File: config.mk
export PLATFORM = sky130hd
export DESIGN_NAME = imm_extend_pipe
export DESIGN_NICKNAME = d
export VERILOG_FILES = /design/src/rtl/imm_extend_pipe.sv
export SDC_FILE = /design/constraint.sdc
export NUM_CORES = 1
export LEC_CHECK = 0
export BUFFER_PORTS_ARGS = -buffer_cell sky130_fd_sc_hd__buf_4
export CORE_ASPECT_RATIO = 1.75
export CORE_UTILIZATION = 45
export DETAILED_ROUTE_END_ITERATION = 8
export GPL_TIMING_DRIVEN = 0
export PLACE_DENSITY = 0.67
export SLEW_MARGIN = 20
export SYNTH_ARGS = -nofsm -noshare
export SYNTH_HDL_FRONTEND = slang
export SYNTH_SLANG_ARGS = --single-unit
File: constraint.sdc
create_clock -name clk -period 2.3 [get_ports clk]
set_input_delay 0.115 -clock clk [delete_from_list [all_inputs] [get_ports clk]]
set_output_delay 0.115 -clock clk [all_outputs]
set_load 0.01 [all_outputs]
File: src/rtl/imm_extend_pipe.sv
// Pipelined immediate extender (zero/sign/upper/branch) behind a 2-entry valid/ready skid buffer.
// Upper mode is built only when IMM_EXTEND_PIPE_UPPER_EN is defined.
module imm_extend_pipe #(
    parameter int unsigned IN_W  = 16,
    parameter int unsigned OUT_W = 32
) (
    input  logic             clk,
    input  logic             rst_n,
    input  logic             in_valid,
    output logic             in_ready,
    input  logic [IN_W-1:0]  in_imm,
    input  logic [1:0]       in_mode,
    input  logic [4:0]       in_tag,
    output logic             out_valid,
    input  logic             out_ready,
    output logic [OUT_W-1:0] out_data,
    output logic [4:0]       out_tag,
    output logic             bad_mode
);

    localparam int unsigned PAD_W = OUT_W - IN_W;

    typedef enum logic [1:0] {StEmpty, StOne, StTwo} state_t;

    state_t           state;
    logic [OUT_W-1:0] skid_data;
    logic [4:0]       skid_tag;
    logic [OUT_W-1:0] sx;
    logic [OUT_W-1:0] ext;
    logic             accept;
    logic             drain;

    assign accept = in_valid & in_ready;
    assign drain  = out_valid & out_ready;

    always_comb begin
        sx  = {{PAD_W{in_imm[IN_W-1]}}, in_imm};
        ext = {{PAD_W{1'b0}}, in_imm};
        case (in_mode)
            2'b01:   ext = sx;
            2'b11:   ext = {sx[OUT_W-3:0], 2'b00};
`ifdef IMM_EXTEND_PIPE_UPPER_EN
            2'b10:   ext = {in_imm, {PAD_W{1'b0}}};
`endif
            default: ext = {{PAD_W{1'b0}}, in_imm};
        endcase
    end

    // out_data/out_tag are the head entry; skid_* holds the second entry when full.
    always_ff @(posedge clk or negedge rst_n) begin
        if (!rst_n) begin
            state     <= StEmpty;
            in_ready  <= 1'b0;
            out_valid <= 1'b0;
            out_data  <= '0;
            out_tag   <= '0;
            skid_data <= '0;
            skid_tag  <= '0;
        end else begin
            case (state)
                StEmpty: begin
                    in_ready <= 1'b1;
                    if (accept) begin
                        out_data  <= ext;
                        out_tag   <= in_tag;
                        out_valid <= 1'b1;
                        state     <= StOne;
                    end
                end
                StOne: begin
                    in_ready <= 1'b1;
                    if (accept && !drain) begin
                        skid_data <= ext;
                        skid_tag  <= in_tag;
                        in_ready  <= 1'b0;
                        state     <= StTwo;
                    end else if (drain && !accept) begin
                        out_valid <= 1'b0;
                        state     <= StEmpty;
                    end else if (accept && drain) begin
                        out_data <= ext;
                        out_tag  <= in_tag;
                    end
                end
                StTwo: begin
                    if (drain) begin
                        out_data <= skid_data;
                        out_tag  <= skid_tag;
                        in_ready <= 1'b1;
                        state    <= StOne;
                    end
                end
                default: begin
                    out_valid <= 1'b0;
                    in_ready  <= 1'b1;
                    state     <= StEmpty;
                end
            endcase
        end
    end

`ifdef IMM_EXTEND_PIPE_UPPER_EN
    assign bad_mode = 1'b0;
`else
    logic bad_q;

    always_ff @(posedge clk or negedge rst_n) begin
        if (!rst_n) begin
            bad_q <= 1'b0;
        end else if (accept && in_mode == 2'b10) begin
            bad_q <= 1'b1;
        end
    end

    assign bad_mode = bad_q;
`endif

endmodule

==> reports/metrics.yaml <==
sta:
  skew_ps: 7.98
  grt_setup_unrepaired: "no"
  hold_slack_ps: 53.1
  worst_slew_margin_rel_pct: 56.3
  setup_violations: 0
  hold_viol_final: 0
  tightest_slew_ps: 655
  fmax_mhz: 462
  fin_tns_setup_ps: 0
  fin_crit_sh_pct: 94.2
  min_period_ps: 2170
  drv_slew: 0
finish:
  multiInputGateArea_mm2: 0.00103
  fin_nets: 341
  antenna_cells: 0
  n_fill_cell: 489
  synthToLayoutAreaGrowth_pct: 27.5
  drive_above_1_share_pct: 34.6
  ff_latch_area_mm2: 0.00128
power:
  switchingPower_uw: 1330
  intPower_uw: 2540
  clock_power_share_pct: 13.0
  seq_power_share_pct: 40.7
  comb_power_share_pct: 46.3
  powerDensity_mw_per_mm2: 1220
  ir_drop_v: 0.000587
  p_leak_uw: 0.00162
  switching_share_pct: 34.4
critical_path:
  worst_setup_path_start_kind: "flip-flop"
  end_kind: "flip-flop"
  arrival_ps: 2340
  required_ps: 2480
  critPathKind: "flip-flop to flip-flop"
  path_max_fanout: 10
synth:
  synth_area_mm2: 0.00249
  synth-main-ff-cell: "dfrtp_1"
  synth.most_common_cell: "dfrtp_1"
  synth.distinct_cells: 25
  yosys-top-cells-area: "dfrtp_1 (51%), mux2_1 (9.0%), nand2_1 (6.6%), mux2i_1 (5.6%), o21ai_0 (4.6%)"
  netlist.top_cell.by_area: "dfrtp_1"
  synth_nets: 267
  avgSynthCellArea_um2: 10.5
  ys_seq_area_share_pct: 51.2
  synth-edff-count: 0
  yosysWarningCount: 0
  synth_common_cells: "dfrtp_1 (51), nand2_1 (44), o21ai_0 (23), mux2_1 (20), a21oi_1 (16)"
  syn-instance-count: 237
  ys_seq_elements: 51
  synthArstFlopShare_pct: 100
  yosys.area.top_type_share_pct: 51.2
job:
  cap_violations: 0
grt:
  grt_pass1_wl_mm: 8.44
  antenna_found_initial: 0
  grt_pass1_vias: 1780
  grt_overflow: 0
  track_usage_pct: 18.9
  grt_max_degree: 52
route:
  drc: 0
  routed_wirelength_mm: 5.25
  viasPerCell: 5.01
  dr.pass1.iters: 4
  vias: 1934
  drtIter0Drc: 31
  wl_per_cell_um: 13.6
  ant_nets: 0
clock_tree:
  cts_sinks: 51
  cts_tree: "yes"
  clk_latency_ps: 300
  cts_setup_buffers: 0
  numCtsBuffers: 5
  clk_pin_slew_ps: 90
  htree_num_levels: 2
  post_cts_resize_count: 0
  cts-root-buf: "clkbuf_8"
  cts_buffer_depth: 2
  cts_hold_buf: 1
die:
  core_region_area_mm2: 0.00530
  start_util_pct: 47.1
  chipHeight_um: 101
  die_area_mm2: 0.00586
  io-pin-count: 67
  rows: 35
  die_width_um: 58.3
place:
  dp_hpwl_mm: 3.99
  io_buffers: 66
  place_congestion: 0.744
run_status:
  outcome: "complete, no violations"
worst_hold_path:
  hold_path_class: "input pin to flip-flop"
## power by group through the flow
stage,sequential [µW],combinational [µW],clock (µW)
global route,1640,1960,551
finish,1580,1790,503
floorplan,1650,967,0
detailed placement,1600,1820,0
global placement,1580,1790,0
CTS,1580,1830,521
## path summary, 6_finish.rpt
kind                       startpoint           to  slack [ps]  cells after the start
setup / recovery            out_valid   out_tag[1]         130                      8
min in group asynchronous       rst_n   out_tag[0]         370                      2
max in group asynchronous       rst_n  out_data[4]        1480                      2
hold reg to reg              bad_mode     bad_mode         480                      1
hold / removal              in_tag[0]  skid_tag[0]          50                      2
setup reg to reg            out_valid   out_tag[1]         130                      8
## cells by family after synthesis
family / count (synthesis) / share of synthesized area, %
DFF: 51 / 51.2
AOI/OAI and AO/OA: 44 / 10.0
and+or+nand+nor: 66 / 11.2
muxes: 43 / 18.7
adders and majority gates: 3 / 1.50
buffers and inverters: 30 / 7.42
## layout by cell type, fill, tap and decap left out, types with 5 or more instances in the layout
| cell | netlist | layout |
|---|---|---|
| nor2_1 | 14 | 14 |
| mux2_2 | 9 | 9 |
| dfrtp_1 | 51 | 51 |
| clkbuf_1 | 6 | 6 |
| nand2_1 | 44 | 44 |
| o21ai_0 | 23 | 23 |
| buf_4 | 14 | 80 |
| clkbuf_8 | 0 | 5 |
| a21oi_1 | 16 | 16 |
| mux2i_1 | 14 | 14 |
| mux2_1 | 20 | 20 |
## area by class of cell
class | instances | area share, %
Buffer | 26 | 5.35
Clock inverter | 3 | 0.629
Clock buffer | 5 | 2.16
Sequential cell | 51 | 40.1
Inverter | 4 | 0.472
Multi-Input combinational cell | 156 | 32.5
Timing Repair Buffer | 67 | 15.9
Tap cell | 74 | 2.91
## metal layers
metal | up-vias | global-route usage (%) | share of wire, %
li1 | 933 | - | -
met1 | 947 | 22.8 | 42
met2 | 49 | 34.0 | 54
met3 | 5 | 3.21 | 3.7
met4 | 0 | 5.49 | 1.2
met5 | - | 0 | 0
## stage by stage
| step | utilization [%] | cell area [µm²] | total power [µW] | cells | setup slack, ps |
|---|---|---|---|---|---|
| global route | 60.0 | 3180 | 4150 | 386 | 0.111 |
| finish | 60.0 | 3180 | 3870 | 386 | 134 |
| CTS | 60.0 | 3180 | 3930 | 386 | 109 |
| detailed placement | 58.2 | 3080 | 3420 | 377 | 105 |
| global placement | 58.2 | 3080 | 3370 | 377 | 172 |
| floorplan | - | 2490 | 2620 | 237 | 336 |
## worst max-delay path, cell delays in order, from the launching register on
cell and delay (ps):
dfrtp_1 390, nand2_1 130, inv_1 180, ha_1 190, and4bb_2 230, nor2_2 130
a2bb2oi_4 260, buf_6 200, mux2_1 340
## sequential cells by signal, indices dropped and copies added (netlist names)
name and count:
out_valid 1, skid_data 18, skid_tag 5, in_ready 1, out_data 18, bad_mode 1, state 2, out_tag 5
No activity file was read; power rests on OpenSTA's default activity.
